### src/rtl/xgmii_pkg.sv
// Shared XGMII constants and link-fault encodings for the
// link fault block.
package xgmii_pkg;

    typedef enum logic [1:0] {
        LF_OK     = 2'b00,
        LF_LOCAL  = 2'b01,
        LF_REMOTE = 2'b10
    } link_fault_t;

    localparam logic [7:0] XGMII_IDLE    = 8'h07;
    localparam logic [7:0] XGMII_SEQ     = 8'h9C;
    localparam logic [7:0] XGMII_LF_CODE = 8'h01;
    localparam logic [7:0] XGMII_RF_CODE = 8'h02;

    localparam logic [63:0] IDLE_WORD = {8{XGMII_IDLE}};
    localparam logic [7:0]  IDLE_CTRL = 8'hFF;
    localparam logic [63:0] RF_WORD   = 64'h0200009C_0200009C;
    localparam logic [7:0]  RF_CTRL   = 8'h11;

endpackage

### src/rtl/xgmii_seq_detect.sv
// Decodes one 4-lane XGMII column into a fault sequence flag
// and its type (LOCAL or REMOTE).
module xgmii_seq_detect
    import xgmii_pkg::*;
(
    input  logic [31:0] col_d,
    input  logic [3:0]  col_c,
    output logic        is_seq,
    output link_fault_t seq_kind
);

    logic hdr_ok;
    logic is_lf;
    logic is_rf;

    assign hdr_ok = (col_c == 4'b0001) &&
                    (col_d[7:0] == XGMII_SEQ) &&
                    (col_d[23:8] == 16'h0000);
    assign is_lf = (col_d[31:24] == XGMII_LF_CODE);
    assign is_rf = (col_d[31:24] == XGMII_RF_CODE);

    assign is_seq   = hdr_ok && (is_lf || is_rf);
    assign seq_kind = is_rf ? LF_REMOTE : LF_LOCAL;

endmodule

### src/rtl/xgmii_link_fault.sv
// XGMII link fault detection and TX fault signalling.
// Optional statistics counters: define XGMII_LF_STATS_EN.
module xgmii_link_fault
    import xgmii_pkg::*;
#(
    parameter int C_COL_WINDOW = 128,
    parameter int C_SEQ_THRESH = 4
) (
    input  logic        clk156,
    input  logic        reset,
    input  logic [63:0] xgmii_rxd_in,
    input  logic [7:0]  xgmii_rxc_in,
    output logic [63:0] xgmii_rxd_out,
    output logic [7:0]  xgmii_rxc_out,
    input  logic [63:0] xgmii_txd_in,
    input  logic [7:0]  xgmii_txc_in,
    output logic [63:0] xgmii_txd_out,
    output logic [7:0]  xgmii_txc_out,
    output logic [1:0]  link_fault,
    output logic [31:0] local_fault_cnt,
    output logic [31:0] remote_fault_cnt
);

    localparam int COL_W = $clog2(C_COL_WINDOW + 1);
    localparam int SEQ_W = $clog2(C_SEQ_THRESH + 1);
    localparam logic [COL_W-1:0] COL_MAX = COL_W'(C_COL_WINDOW);
    localparam logic [SEQ_W-1:0] SEQ_MAX = SEQ_W'(C_SEQ_THRESH);

    logic [1:0]       col_seq;
    link_fault_t      col_kind [2];
    link_fault_t      lf_q, lf_d;
    link_fault_t      type_q, type_d;
    logic [SEQ_W-1:0] seq_q, seq_d;
    logic [COL_W-1:0] col_q, col_d;
    logic [63:0]      txd_d;
    logic [7:0]       txc_d;

    xgmii_seq_detect u_det0 (
        .col_d    (xgmii_rxd_in[31:0]),
        .col_c    (xgmii_rxc_in[3:0]),
        .is_seq   (col_seq[0]),
        .seq_kind (col_kind[0])
    );

    xgmii_seq_detect u_det1 (
        .col_d    (xgmii_rxd_in[63:32]),
        .col_c    (xgmii_rxc_in[7:4]),
        .is_seq   (col_seq[1]),
        .seq_kind (col_kind[1])
    );

    // Column 1 sees the state already updated by column 0.
    always_comb begin
        lf_d   = lf_q;
        type_d = type_q;
        seq_d  = seq_q;
        col_d  = col_q;
        for (int i = 0; i < 2; i++) begin
            if (col_seq[i]) begin
                if (col_kind[i] == type_d) begin
                    if (seq_d != SEQ_MAX)
                        seq_d = seq_d + SEQ_W'(1);
                end else begin
                    type_d = col_kind[i];
                    seq_d  = SEQ_W'(1);
                end
                col_d = '0;
            end else begin
                if (col_d != COL_MAX)
                    col_d = col_d + COL_W'(1);
                if (col_d == COL_MAX) begin
                    seq_d = '0;
                    lf_d  = LF_OK;
                end
            end
            if (seq_d == SEQ_MAX)
                lf_d = type_d;
        end
    end

    always_comb begin
        txd_d = xgmii_txd_in;
        txc_d = xgmii_txc_in;
        unique case (1'b1)
            (lf_q == LF_LOCAL): begin
                txd_d = RF_WORD;
                txc_d = RF_CTRL;
            end
            (lf_q == LF_REMOTE): begin
                txd_d = IDLE_WORD;
                txc_d = IDLE_CTRL;
            end
            default: ;
        endcase
    end

    always_ff @(posedge clk156 or posedge reset) begin
        if (reset) begin
            lf_q          <= LF_OK;
            type_q        <= LF_LOCAL;
            seq_q         <= '0;
            col_q         <= '0;
            xgmii_rxd_out <= IDLE_WORD;
            xgmii_rxc_out <= IDLE_CTRL;
            xgmii_txd_out <= IDLE_WORD;
            xgmii_txc_out <= IDLE_CTRL;
        end else begin
            lf_q          <= lf_d;
            type_q        <= type_d;
            seq_q         <= seq_d;
            col_q         <= col_d;
            xgmii_rxd_out <= xgmii_rxd_in;
            xgmii_rxc_out <= xgmii_rxc_in;
            xgmii_txd_out <= txd_d;
            xgmii_txc_out <= txc_d;
        end
    end

    assign link_fault = lf_q;

`ifdef XGMII_LF_STATS_EN
    logic [31:0] lcnt_q;
    logic [31:0] rcnt_q;

    always_ff @(posedge clk156 or posedge reset) begin
        if (reset) begin
            lcnt_q <= '0;
            rcnt_q <= '0;
        end else begin
            if (lf_d == LF_LOCAL && lf_q != LF_LOCAL &&
                lcnt_q != 32'hFFFF_FFFF)
                lcnt_q <= lcnt_q + 32'd1;
            if (lf_d == LF_REMOTE && lf_q != LF_REMOTE &&
                rcnt_q != 32'hFFFF_FFFF)
                rcnt_q <= rcnt_q + 32'd1;
        end
    end

    assign local_fault_cnt  = lcnt_q;
    assign remote_fault_cnt = rcnt_q;
`else
    assign local_fault_cnt  = 32'd0;
    assign remote_fault_cnt = 32'd0;
`endif

endmodule

### config.mk
export PLATFORM = sky130hd
export DESIGN_NAME = xgmii_link_fault
export DESIGN_NICKNAME = d
export VERILOG_FILES = /design/src/rtl/xgmii_pkg.sv /design/src/rtl/xgmii_seq_detect.sv /design/src/rtl/xgmii_link_fault.sv
export SDC_FILE = /design/constraint.sdc
export NUM_CORES = 1
export LEC_CHECK = 0
export CAP_MARGIN = 20
export CORE_AREA = 2 2 140 142
export DETAILED_ROUTE_END_ITERATION = 10
export DIE_AREA = 0 0 142 144
export PLACE_DENSITY_LB_ADDON = 0.2
export SYNTH_ARGS = -nofsm -noshare
export SYNTH_HDL_FRONTEND = slang
export SYNTH_SLANG_ARGS = --single-unit
### constraint.sdc
create_clock -name clk156 -period 12.9 [get_ports clk156]
set_input_delay 3.225 -clock clk156 [delete_from_list [all_inputs] [get_ports clk156]]
set_output_delay 3.225 -clock clk156 [all_outputs]
set_load 0.02 [all_outputs]
### Word-level counts from Yosys, hierarchy flattened

Cells that the tools add are included.

| word-level totals | value |
|---|---|
| register bits | 159 |
| bits of input ports | 146 |
| output and inout port bits | 210 |
| word-level logic and storage cells | 70 |

| cells by class | value |
|---|---|
| add/sub/neg operators | 4 |
| equal/unequal tests | 20 |
| muxes and demuxes | 28 |
| reduce and logical (&&, ||, !) cells | 10 |

Operator list:

| cell | number |
|---|---|
| one-hot mux 64 bit (2 select lines) | 1 |
| two-way mux 8 bit | 6 |
| equality test 8 bit, second input constant | 4 |
| zero test 16 bit | 2 |
| two-way mux 2 bit | 12 |
| two-way mux 3 bit | 8 |
| adder 8 x 1 -> 8 bit, second input constant | 2 |
| equality test 8 x 1 -> 1 bit, second input constant | 2 |
| equality test 8 x 2 -> 1 bit, second input constant | 2 |
| != test 8 bit, second input constant | 2 |
| one-hot mux 8 bit (2 select lines) | 1 |
| equality test 4 x 1 -> 1 bit, second input constant | 2 |
| adder 3 x 1 -> 3 bit, second input constant | 2 |
| equality test 3 bit, second input constant | 2 |
| logical AND 1 bit | 6 |
| != test 3 bit, second input constant | 2 |
| equality test 2 bit | 2 |
| equality test 2 x 1 -> 1 bit, second input constant | 1 |
| equality test 2 bit, second input constant | 1 |
| logical OR 1 bit | 2 |

### Longest topological paths before layout

| logic depth | value |
|---|---|
| depth after elaboration | 14 |
| depth in mapped cells | 15 |
| gate-level depth less buffers | 15 |

### By module

A second synthesis with hierarchy kept.

| second synthesis, totals | value |
|---|---|
| cells, all modules | 557 |
| area, all modules | 6583.8 um2 |

By module, submodules not included:

| module | instances | cells an instance | area an instance (um2) | sequential area each (um2) |
|---|---|---|---|---|
| xgmii_link_fault | 1 | 521 | 6321.1 | 4060.1 |
| xgmii_seq_detect | 2 | 18 | 131.4 | 0.0 |

### Least setup slack after synthesis

Ideal clock, no wire load.

| timing path | value |
|---|---|
| path kind | input -> register |
| start | input xgmii_rxd_in[5] |
| end | register lf_q[0], in the netlist link_fault[0] |
| library setup time | 127 ps |
| arrival time | 5758 ps |
| required time | 12773 ps |
| slack | 7015 ps |
| cell stages on the path | 13 |
| path buffers | 0 |
| path through | or4_4 > nor3_4 > nand3_2 > nand2b_1 > inv_1 > ha_1 > a21o_1 > a22o_1 > a221o_1 > a32oi_1 > nand4_1 > o21ai_0 > mux2i_1 |

| between the ends | value |
|---|---|
| word-level cells in the longest chain between the ends | 13 |
| elaborated cells between the ends (all ways) | 28 |
| those cells by class | add/sub: 2; eq/ne: 7; mux: 16; reduce/logical: 3 |

RTL lines:

| item | line | text |
|---|---|---|
| from (decl) | xgmii_link_fault.sv:11 | `input logic [63:0] xgmii_rxd_in,` |
| equality test 8 bit * | xgmii_seq_detect.sv:17 | `(col_d[7:0] == XGMII_SEQ) &&` |
| logical AND 1 bit * | xgmii_seq_detect.sv:16 | `assign hdr_ok = (col_c == 4'b0001) &&` |
| logical AND 1 bit * | xgmii_seq_detect.sv:17 |  |
| logical AND 1 bit * | xgmii_seq_detect.sv:22 | `assign is_seq = hdr_ok && (is_lf \|\| is_rf);` |
| two-way mux 8 bit | xgmii_link_fault.sv:59 | `if (col_seq[i]) begin` |
| adder 8 x 1 -> 8 bit or != test 8 bit (tied branches) | xgmii_link_fault.sv:70, xgmii_link_fault.sv:69 |  |
| two-way mux 8 bit | xgmii_link_fault.sv:69 | `if (col_d != COL_MAX)` |
| two-way mux 8 bit | xgmii_link_fault.sv:59 |  |
| equality test 8 bit | xgmii_link_fault.sv:71 | `if (col_d == COL_MAX) begin` |
| two-way mux 3 bit | xgmii_link_fault.sv:71 |  |
| two-way mux 3 bit | xgmii_link_fault.sv:59 |  |
| equality test 3 bit | xgmii_link_fault.sv:76 | `if (seq_d == SEQ_MAX)` |
| two-way mux 2 bit * | xgmii_link_fault.sv:76 |  |
| net lf_d[0] | xgmii_link_fault.sv:31 | `link_fault_t lf_q, lf_d;` |
| to (signal assigned) | xgmii_link_fault.sv:108 | `lf_q <= lf_d;` |
| to (decl) | xgmii_link_fault.sv:31 |  |

Mark *: on every way through the listed nets, which the timed path passes. The rest lies on a longest branch. The select of a mux whose other input is x is not followed.

### Final worst setup path

| timing path | value |
|---|---|
| start | input xgmii_rxd_in[29] |
| end | register lf_q[1], in the netlist link_fault[1] |

| between the ends | value |
|---|---|
| word-level cells in the longest chain between the ends | 12 |
| elaborated cells between the ends (all ways) | 32 |
| those cells by class | add/sub: 2; eq/ne: 9; mux: 19; reduce/logical: 2 |

RTL lines:

| item | line |
|---|---|
| equality test 8 x 1 -> 1 bit or equality test 8 x 2 -> 1 bit (tied branches) | xgmii_seq_detect.sv:19, xgmii_seq_detect.sv:20 |
| logical OR 1 bit | xgmii_seq_detect.sv:22 |
| logical AND 1 bit | xgmii_seq_detect.sv:22 |
| two-way mux 8 bit | xgmii_link_fault.sv:59 |
| adder 8 x 1 -> 8 bit or != test 8 bit (tied branches) | xgmii_link_fault.sv:70, xgmii_link_fault.sv:69 |
| two-way mux 8 bit | xgmii_link_fault.sv:69 |
| two-way mux 8 bit | xgmii_link_fault.sv:59 |
| equality test 8 bit | xgmii_link_fault.sv:71 |
| two-way mux 3 bit | xgmii_link_fault.sv:71 |
| two-way mux 3 bit | xgmii_link_fault.sv:59 |
| equality test 3 bit | xgmii_link_fault.sv:76 |
| two-way mux 2 bit * | xgmii_link_fault.sv:76 |
| net lf_d[1] | xgmii_link_fault.sv:31 |

Marks and branches as above.

==> impl_metrics.tcl <==
set metrics [dict create \
    outcome "completed" \
    yosys_warnings 0 \
    required_ns 13.20 \
    port-buffer-count 291 \
    cts-buffers-inserted 17 \
    fmax_mhz 148 \
    clock-sinks 159 \
    cts_setup_buffers 0 \
    netlist-cell-type-count 68 \
    cts_htree_levels 4 \
    clk_path_buf_depth 2 \
    worstSetupEndpointType "register" \
    drtIter0Drc 228 \
    num_rows 51 \
    critPathMaxStageDelay_ns 0.79 \
    slowest_stage "nor4_1" \
    vdd_drop_max_mv 0.0899 \
    synth_ff_type "dfrtp_1" \
    yosysTopAreaCellShare_pct 35.8 \
    dieArea_sq_um 20400 \
    grt_pass1_wl_um 29000 \
    via_count 5025 \
    clock_power_share_pct 39.0 \
    finalWirelength_um 19500 \
    grt_max_degree 91 \
    hold_path_startpoint "seq_q[1]" \
    clk_latency_ns 0.43 \
    area_growth_pct 53.9 \
    coreArea_sq_um 19100 \
    crit_start "xgmii_rxd_in[29]" \
    postSynth.asyncResetShare_pct 100 \
    power_frac_seq_pct 43.5 \
    power_density_nw_per_um2 127 \
    skew_ns 0.00825 \
    total_power_mw 1.28 \
    io_pins 356 \
    cpLargestDelayFamily "simple AND/OR/NAND/NOR gates" \
    initial_core_util_pct 34.5 \
    slew_viol_final 0 \
    synth_largest_area_cell "dfrtp_1" \
    die_w_um 142 \
    worstMarginPinSlew_ns 1.05 \
    cts_root_buf "clkbuf_16" \
    syn_avg_cell_area_sq_um 11.9 \
    finish.utilization_pct 53.1 \
    hp-class "reg -> reg" \
    synth_area_sq_um 6580 \
    crit_chain "clkdlybuf4s50_1 -> nor4_1 -> and4_1 -> nand3_2 -> nand2b_1 -> inv_1 -> ha_1 -> a21o_1 -> a22o_1 -> a221o_1 -> a32oi_1 -> nand4_1 -> o21ai_0 -> mux2i_1" \
    max-slew-margin-rel_pct 30.1 \
    drive_above_1_share_pct 14.7 \
    grt_pass1_vias 4922 \
    tns_ns 0 \
    timing.rr.start "col_q[3]" \
    grt_use_total_pct 19.1 \
    cp-start-kind "primary input" \
    drv_cap 0 \
    cts-resized-gates 0 \
    synth_edf_count 0 \
    antenna_found_initial 1 \
    period_minus_slack_ns 6.78 \
    synth_area_leaders "dfrtp_1 36%, dfstp_2 26%, buf_4 7.3%" \
    grt.overflow.total 0 \
    gp_congestion 0.936 \
    fp.dieH_um 144 \
    hold_buffers 0 \
    placed_cell_area_sq_um 9480 \
    drc_errors 0 \
    setup_viol 0 \
    drtAntennaViolNets 0 \
    via_per_inst 4.58 \
    synth_cells 551 \
    final_area_sq_um 10100 \
    hold_violations 0 \
    p_int_uw 925 \
    post_drt_wl_per_cell_um 17.8 \
    p_sw_share_pct 27.8 \
    nNetsFinal 1001 \
    path_class "in -> reg" \
    hpwl_um 15300 \
    p_leak_nw 4.31 \
    dr.pass1.iters 4 \
    ys_seq_area_share_pct 61.7 \
    p_switching_uw 356 \
    clk_pin_slew_worst_paths_ns 0.06 \
    fin_crit_sh_pct 52.5 \
    cp_max_fo 8 \
    ys_ff_latch 159 \
    cts_tree "yes" \
    pwr-share-comb_pct 17.4 \
    arrival_ns 7.07 \
    path_buf_inv 2 \
    rsz0062_at_grt "no" \
]
## cell usage in the layout, fill, tap and decap left out, types with 3 or more instances in the layout
cell type | synthesis | layout
inv_8 | 0 | 3
xnor2_1 | 5 | 5
o21a_1 | 4 | 4
and2_1 | 36 | 36
or2_2 | 4 | 4
inv_6 | 0 | 5
nor4bb_1 | 4 | 4
conb_1 | 1 | 64
nand2_1 | 80 | 80
dfrtp_1 | 94 | 94
xor2_1 | 7 | 7
dfstp_2 | 65 | 65
mux2i_1 | 5 | 5
clkdlybuf4s50_1 | 0 | 291
a211oi_1 | 3 | 3
nand2b_1 | 14 | 14
a21oi_1 | 10 | 10
inv_1 | 14 | 13
o21ai_0 | 9 | 9
clkbuf_16 | 0 | 17
nor2_1 | 17 | 17
nand3b_1 | 4 | 4
nor4_1 | 10 | 10
a32o_1 | 3 | 3
nand3_1 | 5 | 5
and4_1 | 4 | 4
nand4_1 | 5 | 5
nor3_1 | 7 | 7
ha_1 | 10 | 9
## logic make-up (layout without fill, tap and decap cells)
logic type,Yosys count,after routing,share of synthesized area [%]
simple gates,215,215,18.3
mux,8,8,1.27
xor+xnor,12,12,1.60
compound gates,49,49,5.78
fa+ha+maj,10,10,1.90
flops,159,159,61.7
other cells,1,65,0.0570
buf+inv,97,341,9.36
## worst reg2reg max path, cell delays in order (launching register included)
cell and delay [ns]:
dfrtp_1 0.54, or4_4 0.62, nor3_2 0.16, or2_1 0.21, nand2b_1 0.15, inv_1 0.05
ha_1 0.28, a21o_1 0.19, a22o_1 0.17, a221o_1 0.36, a32oi_1 0.17, nand4_1 0.25
o21ai_0 0.27, mux2i_1 0.10
## layout make-up
type | count | area (sq um)
fillers | 1629 | 8960
well taps | 238 | 298
multi-input cells | 358 | 2140
inverters | 14 | 57.6
flip-flops and latches | 159 | 4060
repair buffers | 295 | 2980
diodes | 1 | 2.50
clock buffers | 19 | 443
clock inverters | 13 | 148
## state kept, by name, indices dropped and copies added, names as in the netlist
name and flops:
xgmii_txc_out 8, xgmii_rxc_out 8, seq_q 3, link_fault 2, type_q 2, xgmii_txd_out 64, xgmii_rxd_out 64, col_q 8
## power by group through the flow
stage / logic, mW / registers (mW) / clock network, mW
6_report: 0.223 / 0.558 / 0.500
4_1_cts: 0.223 / 0.558 / 0.514
3_5_place_dp: 0.222 / 0.567 / 0
2_1_floorplan: 0.103 / 0.585 / 0
3_3_place_gp: 0.221 / 0.565 / 0
5_1_grt: 0.239 / 0.562 / 0.538
## final timing paths
check | endpoint | slack (ns) | cells past startpoint
min reg2reg | seq_q[1] | 0.72 | 3
max | link_fault[1] | 6.12 | 14
max reg2reg | link_fault[1] | 9.25 | 13
max in group asynchronous | xgmii_txc_out[0] | 8.44 | 4
min in group asynchronous | xgmii_rxd_out[29] | 3.25 | 2
min | seq_q[1] | 0.72 | 3
## routing by layer
layer  wire length [um]  global-route usage (%)  up-vias
met5                  0                       0        -
met4                672                    9.16        0
met3               1680                    7.12       34
met2              10100                    33.7      248
met1               7050                    20.3     2450
li1                   -                       -     2293
## stage by stage
stage                     setup WS [ns]  hold WS [ns]  instances
final                              6.12         0.718       1097
after global routing               5.67         0.787       1097
after CTS                          5.97         0.726       1094
after detailed placement           5.53         0.719       1062
after global placement             5.79         0.708       1062
after floorplan                    5.49         0.665        614
## synthesized netlist by cell type, types with 3 or more instances
cell      instances
nor2_1           17
nor4bb_1          4
ha_1             10
xor2_1            7
buf_4            64
nand3b_1          4
nor4_1           10
a21oi_1          10
inv_1            14
and4_1            4
and2_1           36
a32o_1            3
nand3_1           5
buf_2             3
or2_2             4
o21ai_0           9
o21a_1            4
mux2i_1           5
dfstp_2          65
nand2_1          80
nor3_1            7
xnor2_1           5
a211oi_1          3
nand2b_1         14
nand4_1           5
clkbuf_1         14
dfrtp_1          94
No activity file was read; power rests on OpenSTA's default activity.
